===== config.mk =====
export PLATFORM = sky130hd
export DESIGN_NAME = psx_ddr_burst_bridge
export DESIGN_NICKNAME = d
export VERILOG_FILES = /design/src/rtl/psx_ddr_pkg.sv /design/src/rtl/psx_ddr_lane_sel.sv /design/src/rtl/psx_ddr_burst_bridge.sv
export SDC_FILE = /design/constraint.sdc
export NUM_CORES = 1
export LEC_CHECK = 0
export BUFFER_PORTS_ARGS = -buffer_cell sky130_fd_sc_hd__buf_2
export CAP_MARGIN = 20
export CORE_AREA = 2 2 276 278
export DETAILED_ROUTE_END_ITERATION = 12
export DIE_AREA = 0 0 278 280
export PLACE_DENSITY = 0.6
export SYNTH_ARGS = -nofsm -noshare
export SYNTH_HDL_FRONTEND = slang
export SYNTH_SLANG_ARGS = --single-unit

===== constraint.sdc =====
create_clock -name i_clk -period 1.6 [get_ports i_clk]
set_input_delay 0 -clock i_clk [delete_from_list [all_inputs] [get_ports i_clk]]
set_output_delay 0 -clock i_clk [all_outputs]
set_load 0.02 [all_outputs]

===== src/rtl/psx_ddr_pkg.sv =====
`default_nettype none
// ============================================================================
//  Module      : psx_ddr_pkg
//  Description : Shared types for the GPU-client to Avalon-MM DDR bridge.
//                These are the command size encoding and the bridge FSM states.
//  Revision    : 1.0 - initial release
// ============================================================================
package psx_ddr_pkg;

    // Client command size as presented on i_commandSize (3 decodes as 8 bytes)
    typedef enum logic [1:0] {
        CMD_8BYTE  = 2'd0,
        CMD_32BYTE = 2'd1,
        CMD_4BYTE  = 2'd2
    } cmd_size_t;

    // Bridge control states
    typedef enum logic [1:0] {
        IDLE    = 2'd0,
        RD_REQ  = 2'd1,
        RD_WAIT = 2'd2,
        WR_BEAT = 2'd3
    } bridge_state_t;

endpackage
`default_nettype wire


===== src/rtl/psx_ddr_lane_sel.sv =====
`default_nettype none
// ============================================================================
//  Module      : psx_ddr_lane_sel
//  Description : Combinational write-beat builder. It picks the MEM_W slice of
//                the client line for the current beat and expands the
//                halfword mask into Avalon byteenables.
//  Revision    : 1.0 - initial release
// ============================================================================
module psx_ddr_lane_sel #(
    parameter  int CLIENT_W = 256,
    parameter  int MEM_W    = 64,
    localparam int BEATS    = CLIENT_W / MEM_W,
    localparam int BEAT_W   = $clog2(BEATS),
    localparam int WPB      = MEM_W / 32,
    localparam int WSEL_W   = $clog2(WPB)
) (
    input  logic [CLIENT_W-1:0]    i_lineData,
    input  logic [CLIENT_W/16-1:0] i_lineMask,
    input  logic [BEAT_W-1:0]      i_lane,
    input  logic [WSEL_W-1:0]      i_word,
    input  logic                   i_isLine,
    input  logic                   i_is4B,
    output logic [MEM_W-1:0]       o_beatData,
    output logic [MEM_W/8-1:0]     o_beatBe
);

    localparam int HW = MEM_W / 16;

    logic [MEM_W-1:0] w_laneData;
    logic [HW-1:0]    w_laneMask;

    // Select the data and mask slice belonging to the current beat lane
    always_comb begin
        w_laneData = '0;
        w_laneMask = '0;
        for (int k = 0; k < BEATS; k++) begin
            if (i_lane == BEAT_W'(k)) begin
                w_laneData = i_lineData[k*MEM_W +: MEM_W];
                w_laneMask = i_lineMask[k*HW +: HW];
            end
        end
    end

    // A 4-byte write carries the low client word replicated into every lane
    always_comb begin
        o_beatData = i_is4B ? {WPB{i_lineData[31:0]}} : w_laneData;
    end

    // Byteenables: word-granular for 4B, halfword mask for full line, else all
    always_comb begin
        o_beatBe = '1;
        if (i_is4B) begin
            o_beatBe = '0;
            for (int w = 0; w < WPB; w++) begin
                if (i_word == WSEL_W'(w)) begin
                    o_beatBe[w*4 +: 4] = {{2{i_lineMask[1]}}, {2{i_lineMask[0]}}};
                end
            end
        end else if (i_isLine) begin
            for (int h = 0; h < HW; h++) begin
                o_beatBe[h*2 +: 2] = {2{w_laneMask[h]}};
            end
        end
    end

endmodule
`default_nettype wire


===== src/rtl/psx_ddr_burst_bridge.sv =====
`default_nettype none
// ============================================================================
//  Module      : psx_ddr_burst_bridge
//  Description : Splits one GPU client read/write command (4B, 8B, full line)
//                into MEM_W-wide Avalon-MM beats. The beats go out either as
//                one burst or as single-beat requests. Read beats are
//                reassembled into a client line.
//  Revision    : 1.0 - initial release
// ============================================================================
module psx_ddr_burst_bridge #(
    parameter  int CLIENT_W  = 256,
    parameter  int MEM_W     = 64,
    parameter  int BLK_ADR_W = 15,
    parameter  int USE_BURST = 1,
    localparam int BEATS     = CLIENT_W / MEM_W,
    localparam int BEAT_W    = $clog2(BEATS),
    localparam int SUB_W     = $clog2(CLIENT_W / 32),
    localparam int MEM_ADR_W = BLK_ADR_W + BEAT_W,
    localparam int BC_W      = $clog2(BEATS) + 1
) (
    input  logic                   i_clk,
    input  logic                   i_rst,
    input  logic                   i_command,
    input  logic                   i_writeElseRead,
    input  logic [1:0]             i_commandSize,
    input  logic [BLK_ADR_W-1:0]   i_targetAddr,
    input  logic [SUB_W-1:0]       i_subAddr,
    input  logic [CLIENT_W/16-1:0] i_writeMask,
    input  logic [CLIENT_W-1:0]    i_dataClient,
    output logic                   o_busyClient,
    output logic                   o_dataValidClient,
    output logic [CLIENT_W-1:0]    o_dataClient,
    output logic [MEM_ADR_W-1:0]   o_targetAddr,
    output logic [BC_W-1:0]        o_burstLength,
    input  logic                   i_busyMem,
    output logic                   o_readEnableMem,
    output logic                   o_writeEnableMem,
    output logic [MEM_W-1:0]       o_dataMem,
    output logic [MEM_W/8-1:0]     o_byteEnableMem,
    input  logic                   i_dataValidMem,
    input  logic [MEM_W-1:0]       i_dataMem
);

    import psx_ddr_pkg::*;

    // Word-within-beat select width; the remaining subaddress bits pick the beat
    localparam int WSEL_W = SUB_W - BEAT_W;

    bridge_state_t           r_state;
    logic [BLK_ADR_W-1:0]    r_blk;
    logic                    r_isLine;
    logic                    r_is4B;
    logic [BEAT_W-1:0]       r_startBeat;
    logic [WSEL_W-1:0]       r_word;
    logic [BEAT_W-1:0]       r_lastIdx;
    logic [BEAT_W-1:0]       r_emitCnt;
    logic [BEAT_W-1:0]       r_recvCnt;
    logic [CLIENT_W/16-1:0]  r_mask;
    logic [CLIENT_W-1:0]     r_wdata;
    logic [CLIENT_W-1:0]     r_line;
    logic                    r_valid;

    logic                    w_cmdIsLine;
    logic                    w_cmdIs4B;
    logic [BEAT_W-1:0]       w_beatIdx;
    logic                    w_lastEmit;
    logic                    w_rxBeat;
    logic                    w_lastRecv;
    logic                    w_rdDone;
    logic [MEM_W-1:0]        w_rxLane;
    logic [MEM_W-1:0]        w_beatData;
    logic [MEM_W/8-1:0]      w_beatBe;

    // Command decode, beat bookkeeping and Avalon-side request outputs
    always_comb begin
        w_cmdIsLine       = (i_commandSize == CMD_32BYTE);
        w_cmdIs4B         = (i_commandSize == CMD_4BYTE);
        // Burst mode keeps the start address for the whole burst
        w_beatIdx         = (USE_BURST != 0) ? r_startBeat : r_startBeat + r_emitCnt;
        w_lastEmit        = (r_emitCnt == r_lastIdx);
        w_rxBeat          = i_dataValidMem && ((r_state == RD_REQ) || (r_state == RD_WAIT));
        w_lastRecv        = (r_recvCnt == r_lastIdx);
        w_rdDone          = (r_state == RD_WAIT) && i_dataValidMem && w_lastRecv;
        // An odd 4-byte word is shifted down so the client always sees it at [31:0]
        w_rxLane          = r_is4B ? (i_dataMem >> {r_word, 5'd0}) : i_dataMem;
        o_busyClient      = (r_state != IDLE);
        o_readEnableMem   = (r_state == RD_REQ);
        o_writeEnableMem  = (r_state == WR_BEAT);
        o_targetAddr      = {r_blk, w_beatIdx};
        o_burstLength     = (USE_BURST != 0) ? BC_W'(r_lastIdx) + BC_W'(1) : BC_W'(1);
        o_dataMem         = w_beatData;
        o_byteEnableMem   = (r_state == WR_BEAT) ? w_beatBe : '1;
        o_dataValidClient = r_valid;
        o_dataClient      = r_line;
    end

    psx_ddr_lane_sel #(
        .CLIENT_W (CLIENT_W),
        .MEM_W    (MEM_W)
    ) u_laneSel (
        .i_lineData (r_wdata),
        .i_lineMask (r_mask),
        .i_lane     (r_emitCnt),
        .i_word     (r_word),
        .i_isLine   (r_isLine),
        .i_is4B     (r_is4B),
        .o_beatData (w_beatData),
        .o_beatBe   (w_beatBe)
    );

    // Control FSM: latch the command, issue requests/beats, count returned data
    always_ff @(posedge i_clk) begin
        if (i_rst) begin
            r_state     <= IDLE;
            r_blk       <= '0;
            r_isLine    <= 1'b0;
            r_is4B      <= 1'b0;
            r_startBeat <= '0;
            r_word      <= '0;
            r_lastIdx   <= '0;
            r_emitCnt   <= '0;
            r_recvCnt   <= '0;
            r_mask      <= '0;
            r_wdata     <= '0;
        end else begin
            case (r_state)
                IDLE: begin
                    if (i_command) begin
                        r_blk       <= i_targetAddr;
                        r_isLine    <= w_cmdIsLine;
                        r_is4B      <= w_cmdIs4B;
                        r_startBeat <= w_cmdIsLine ? '0 : i_subAddr[SUB_W-1:WSEL_W];
                        r_word      <= i_subAddr[WSEL_W-1:0];
                        r_lastIdx   <= w_cmdIsLine ? BEAT_W'(BEATS - 1) : '0;
                        r_mask      <= i_writeMask;
                        r_wdata     <= i_dataClient;
                        r_emitCnt   <= '0;
                        r_recvCnt   <= '0;
                        r_state     <= i_writeElseRead ? WR_BEAT : RD_REQ;
                    end
                end
                RD_REQ: begin
                    if (!i_busyMem) begin
                        if ((USE_BURST != 0) || w_lastEmit) begin
                            r_state <= RD_WAIT;
                        end else begin
                            r_emitCnt <= r_emitCnt + 1'b1;
                        end
                    end
                end
                RD_WAIT: begin
                    if (w_rdDone) begin
                        r_state <= IDLE;
                    end
                end
                WR_BEAT: begin
                    if (!i_busyMem) begin
                        if (w_lastEmit) begin
                            r_state <= IDLE;
                        end else begin
                            r_emitCnt <= r_emitCnt + 1'b1;
                        end
                    end
                end
                default: r_state <= IDLE;
            endcase
            if (w_rxBeat) begin
                r_recvCnt <= r_recvCnt + 1'b1;
            end
        end
    end

    // Read line assembly and the one-cycle line-valid pulse
    always_ff @(posedge i_clk) begin
        if (i_rst) begin
            r_line  <= '0;
            r_valid <= 1'b0;
        end else begin
            r_valid <= w_rdDone;
            if (w_rxBeat) begin
                for (int k = 0; k < BEATS; k++) begin
                    if (r_recvCnt == BEAT_W'(k)) begin
                        r_line[k*MEM_W +: MEM_W] <= w_rxLane;
                    end
                end
            end
        end
    end

endmodule
`default_nettype wire


* Word-level counts from Yosys, hierarchy flattened
Cells that the tools add are included.
** Cells by class
- Add/sub/neg operators :: 3
- Multiply operators :: 0
- Muxes and demuxes :: 30
- Reductions and logical operators :: 19
- Equal/unequal tests :: 19
- Shift operators :: 1
- $lt $le $gt $ge :: 0
- Divide/modulo/power cells :: 0
- Bitwise operators :: 0
** Operators by type and width (count)
- $mux 64 :: 6
- $shr 64x6->64 :: 1
- $mux 2 :: 13
- $mux 4 :: 6
- $mux 8 :: 3
- $eq 2x2->1 const B :: 7
- $reduce_and 2->1 :: 6
- $ne 2x2->1 const B :: 5
- $eq 2x1->1 const B :: 4
- $pmux 2 s4 :: 1
- $reduce_bool 2->1 :: 4
- $logic_not 2->1 :: 3
- $reduce_and 5->1 :: 1
- $add 2x1->2 const B :: 2
- $eq 2x2->1 :: 2
- $pmux 2 s2 :: 1
- $reduce_and 4->1 :: 1
- $add 2x1->3 const B :: 1
- $logic_and 1x1->1 :: 3
- $ne 2x1->1 const B :: 1
- $logic_or 1x1->1 :: 1
** Word-level totals
- Register bits :: 557
- Latch bits :: 0
- ROM bits :: 0
- Word-level logic and storage cells :: 88
- Input port bits :: 362
- RAM bits :: 0
- Memories :: 0

* Depth between registers and ports, before layout
- Depth in word-level cells :: 8
- Gate-level depth with buffers :: 9

* By module
Synthesis repeated with hierarchy kept, for this count alone.
** Unflattened totals
- Cells, all modules :: 2705
- Area total of the unflattened synthesis :: 22449.0 um^2
** By module, submodules not included
- psx_ddr_burst_bridge :: seq. area each 11110.7 um^2, area an instance 19663.9 um^2, cells an instance 2378, times used 1
- psx_ddr_lane_sel :: seq. area each 0.0 um^2, area an instance 2785.2 um^2, cells an instance 327, times used 1

* Worst setup path after synthesis
No wires, ideal clock.
- Kind :: register -> output
- Start :: register r_emitCnt[0]
- End :: output port o_byteEnableMem[3]
- Arrival time :: 1855 ps
- Setup slack :: -255 ps
- Stages on the path, launching flop included :: 10
- Required time :: 1600 ps
- Cell sequence :: dfxtp_1 -> inv_1 -> ha_1 -> buf_2 -> buf_2 -> a21oi_1 -> o21ai_0 -> a221oi_1 -> o211ai_1 -> buf_4
** Between the ends
- Longest elaborated chain between the ends :: 8
- Elaborated cells on any way between the ends :: 11
- Classes of those cells :: eq/ne: 3; mux: 7; reduce/logical: 1
** Ends and longest elaborated chain
- from (decl) :: line psx_ddr_burst_bridge.sv:56 : logic [BEAT_W-1:0] r_emitCnt;
- from (signal assigned) :: line psx_ddr_burst_bridge.sv:147 : r_emitCnt <= r_emitCnt + 1'b1;
- from (signal assigned) :: line psx_ddr_burst_bridge.sv:161 : r_emitCnt <= r_emitCnt + 1'b1;
- $logic_not 2->1 :: line psx_ddr_lane_sel.sv:37 : if (i_lane == BEAT_W'(k)) begin
- $mux 4 (3 in a row) :: line psx_ddr_lane_sel.sv:37
- $mux 4 * :: line psx_ddr_lane_sel.sv:37
- $mux 8 * :: line psx_ddr_lane_sel.sv:59 : end else if (i_isLine) begin
- $mux 8 * :: line psx_ddr_lane_sel.sv:52 : if (i_is4B) begin
- $mux 8 * :: line psx_ddr_burst_bridge.sv:92 : o_byteEnableMem = (r_state == WR_BEAT) ? w_beatBe : '1;
- to (decl) :: line psx_ddr_burst_bridge.sv:39 : output logic [MEM_W/8-1:0] o_byteEnableMem,
Every way passes the cells marked *; elsewhere a longest branch is shown, timed or not.

* Worst setup path after layout
- Start :: register r_emitCnt[1]
- End :: output port o_dataMem[29]
** Between the ends
- Longest elaborated chain between the ends :: 6
- Elaborated cells on any way between the ends :: 9
- Classes of those cells :: eq/ne: 3; mux: 5; reduce/logical: 1
** Ends and longest elaborated chain
- $logic_not 2->1 :: line psx_ddr_lane_sel.sv:37
- $mux 64 (3 in a row) :: line psx_ddr_lane_sel.sv:37
- $mux 64 * :: line psx_ddr_lane_sel.sv:37
- $mux 64 * :: line psx_ddr_lane_sel.sv:46 : o_beatData = i_is4B ? {WPB{i_lineData[31:0]}} : w_laneData;
- to (decl) :: line psx_ddr_burst_bridge.sv:38 : output logic [MEM_W-1:0] o_dataMem,
Marks and branches as above.

==> results.cfg <==
[min_path]
hp-class = in -> reg
worst_hold_path.num_cells = 4

[timing]
final_hold_viol_count = 0
setup_viol = 355
final.setup.tns_ns = -81.67
setup_slack_ns = -0.877
rsz_0062_raised_after_global_routing = true
period_needed_ns = 2.48
period_share = 1.55
fin_worst_skew_ns = 0.0467
worst-slew-pin-transition_ns = 0.571
achievable-frequency_mhz = 404
timing.slew.headroom = 0.612
final_max_slew_viol_count = 0

[route]
routed_wire_length_per_instance_um = 24.4
detailedRoute.firstPassIterationCount = 6
detail_route.drc_violations = 0
vias = 27826
vias_per_cell = 5.39
drt-initial-drc-count = 2654
wirelength_um = 126000
antenna_left = 0

[global_routing]
number_of_antenna_violations_at_the_first_check_in_global_routing = 24
grt_pass1_vias = 26307
grt_start_max_net_pins = 85
gr-usage-met3 = 0.0710
grt.total_usage = 0.288
grt_use_met1 = 0.338
use_met2 = 0.478
grt_remaining_overflow = 0
grt_first_pass_wirelength_um = 170000
busiest_layer = met2

[placed_design]
dpl_worst_slack_ns = -0.247
placed_area_um2 = 28400
io_buffers = 712
gp_routability_congestion = 0.956
dp_hpwl_um = 76700

[clock_network]
tritoncts.num_buffers = 61
cts_htree_levels = 2
worst_skew_pair.late_latency_ns = 0.64
clock_sinks = 555
cts_tree = built
clock_path_buffers = 3
clock-root-buffer = sky130_fd_sc_hd__clkbuf_16
clk_pin_slew_ns = 0.06

[critical_path]
critPathCaptureType = primary output
critPathArrivalTime_ns = 2.48
critPathRequiredTime_ns = 1.60
r2r_setup_slack_ns = -0.24
kind_of_launch_point_of_the_worst_setup_path = flop
timing.setup.critical_path_class = reg -> out
critical_path.max_fanout = 5
worst_reg2reg_path_depth = 10

[floorplan]
initial_utilization = 0.300
row_count = 101
ios = 714
die_area_um2 = 77800
dieHeight_um = 280
placeable_core_region_um2 = 75200
floorplan.die.width_um = 278

[run_status]
run_status = finished with violations
failed_checks = setup timing

[synthesis]
postSynthCellCount = 2894
post_synth_mux_area_share = 0.0157
synth-simple-area-share = 0.237
yosysWarningCount = 0
synth.lib_cells_used.distinct = 36
post_synth_adder_cell_area = 0.00720
netlist_area_um2 = 22600
postSynthAreaPerCell_um2 = 7.80
synth_top_family_by_area = simple AND/OR/NAND/NOR gates
synth_edf_count = 0
most_used_dff_post_synth = sky130_fd_sc_hd__dfxtp_1
synth.yosys.seq_area_share = 0.492
postSynthRegisterBits = 555
synth_compound_area_frac = 0.194
async_flop_share = 0
synth.net_count = 3269
synth-xor-area-share = 0

[power_and_ir_drop]
power_density_nw_per_um2 = 1280
total_power_mw = 50.5
clockPowerShare = 0.300
cellLeakagePower_nw = 16.0
irDropWorstVdd_mv = 0.902
power_switching_mw = 17.8
seqPwrFrac = 0.340
internal_power_mw = 32.7
netSwitchingFraction = 0.353
power.combinational.fraction = 0.360

[cells_and_area]
layout-area-overhead-vs-synth_pct = 75.1
final_common_cell = sky130_fd_sc_hd__nand2_1
count_of_fill_cells_added_during_filler_insertion = 6519
final_cell_area_um2 = 39600
sequential_cell_area_um2 = 11100
finish.net_count = 4492
layout.cells.most_common_list = 797 x sky130_fd_sc_hd__nand2_1, 636 x sky130_fd_sc_hd__buf_2, 547 x sky130_fd_sc_hd__dfxtp_1
postLayoutCoreUtil = 0.526
footprint_of_the_multi_input_gates_um2 = 12400
drive_above_1_share = 0.371

[run]
cap_viol_max_count = 0
per-layer routing:
layer / up-vias / routed length, um
met5: - / 74
met4: 10 / 10100
met3: 508 / 12800
met2: 1790 / 57500
met1: 13166 / 45800
li1: 12352 / -
cell usage after synthesis (2+ instances only):
| cell type | count | area share |
|---|---|---|
| sky130_fd_sc_hd__o31ai_1 | 2 | 0.00066 |
| sky130_fd_sc_hd__nor2b_1 | 3 | 0.00083 |
| sky130_fd_sc_hd__nand2b_1 | 3 | 0.00083 |
| sky130_fd_sc_hd__nor3_1 | 2 | 0.00044 |
| sky130_fd_sc_hd__nor2_1 | 138 | 0.023 |
| sky130_fd_sc_hd__clkbuf_1 | 154 | 0.026 |
| sky130_fd_sc_hd__a211oi_1 | 128 | 0.043 |
| sky130_fd_sc_hd__o211ai_1 | 68 | 0.023 |
| sky130_fd_sc_hd__a22oi_1 | 3 | 0.0010 |
| sky130_fd_sc_hd__and3_1 | 5 | 0.0014 |
| sky130_fd_sc_hd__nand2_1 | 818 | 0.14 |
| sky130_fd_sc_hd__a221oi_1 | 4 | 0.0016 |
| sky130_fd_sc_hd__nor3b_1 | 2 | 0.00066 |
| sky130_fd_sc_hd__inv_1 | 12 | 0.0020 |
| sky130_fd_sc_hd__nand3b_1 | 128 | 0.043 |
| sky130_fd_sc_hd__buf_2 | 77 | 0.017 |
| sky130_fd_sc_hd__mux2i_1 | 34 | 0.015 |
| sky130_fd_sc_hd__buf_1 | 28 | 0.0047 |
| sky130_fd_sc_hd__buf_4 | 13 | 0.0043 |
| sky130_fd_sc_hd__or4_1 | 2 | 0.00066 |
| sky130_fd_sc_hd__nand3_1 | 131 | 0.029 |
| sky130_fd_sc_hd__o21ai_0 | 5 | 0.0011 |
| sky130_fd_sc_hd__a21oi_1 | 555 | 0.12 |
| sky130_fd_sc_hd__dfxtp_1 | 555 | 0.49 |
| sky130_fd_sc_hd__ha_1 | 13 | 0.0072 |
worst paths after layout:
path,startpoint,to
setup / recovery,r_emitCnt[1],o_dataMem[29]
hold / removal,i_dataClient[145],r_wdata[145]
setup reg to reg,r_state[1],o_dataClient[157]
hold reg to reg,r_blk[9],r_blk[9]
power by group through the flow:
| stage | logic, mW | registers (mW) | clock network [mW] |
|---|---|---|---|
| 2_1_floorplan | 6.30 | 17.8 | 0 |
| 3_3_place_gp | 12.1 | 17.2 | 0 |
| 3_5_place_dp | 12.2 | 17.2 | 0 |
| 4_1_cts | 15.5 | 17.0 | 15.3 |
| 5_1_grt | 19.1 | 17.3 | 15.8 |
| 6_report | 18.2 | 17.1 | 15.1 |
repair_timing:
item                                   4_1_cts  5_1_grt
hold buffers                               362        0
pin swaps                                  165      167
gates cloned                                51       29
endpoints found under the hold margin      555        0
setup buffers                               68       41
setup endpoints to repair                  483      578
gates resized for setup                    355      346
flip-flops by register name, indices dropped and copies added, names as in the netlist:
name / cells
o_dataClient: 256
r_wdata: 256
r_mask: 16
r_blk: 15
r_emitCnt: 2
r_recvCnt: 2
r_startBeat: 2
r_state: 2
o_dataValidClient: 1
r_is4B: 1
r_lastIdx: 1
r_word: 1
through the flow:
stage,cells,hold slack (ns)
2_1_floorplan,2894,0.136
3_3_place_gp,4507,0.242
3_5_place_dp,4507,0.246
4_1_cts,5097,0.0971
5_1_grt,5159,0.131
6_report,5167,0.121
critical path, stage by stage (launching register included):
cell and delay (ns):
sky130_fd_sc_hd__dfxtp_4 0.37, sky130_fd_sc_hd__inv_4 0.05, sky130_fd_sc_hd__ha_4 0.21, sky130_fd_sc_hd__buf_4 0.15, sky130_fd_sc_hd__buf_12 0.13, sky130_fd_sc_hd__nand3b_1 0.17
sky130_fd_sc_hd__a21oi_2 0.15, sky130_fd_sc_hd__a21oi_1 0.05, sky130_fd_sc_hd__o211ai_1 0.31, sky130_fd_sc_hd__buf_4 0.22
final cells by class:
type / instances / share of cell area
antenna: 22 / 0.00139
sequential: 555 / 0.281
timing repair buffer: 1425 / 0.317
clock buffer: 91 / 0.0455
clock inverter: 22 / 0.00860
tap: 978 / 0.0309
inverter: 12 / 0.00139
multi-input combinational: 2062 / 0.314
logic make-up (layout without fill, tap and decap cells):
group                      Yosys count  after routing
AOI/OAI and AO/OA                  768            768
other                                1             23
buffers and inverters              284           1550
DFF                                555            555
muxes                               35             35
adders and majority gates           13             13
and+or+nand+nor                   1238           1245
No activity file was read; power rests on OpenSTA's default activity.
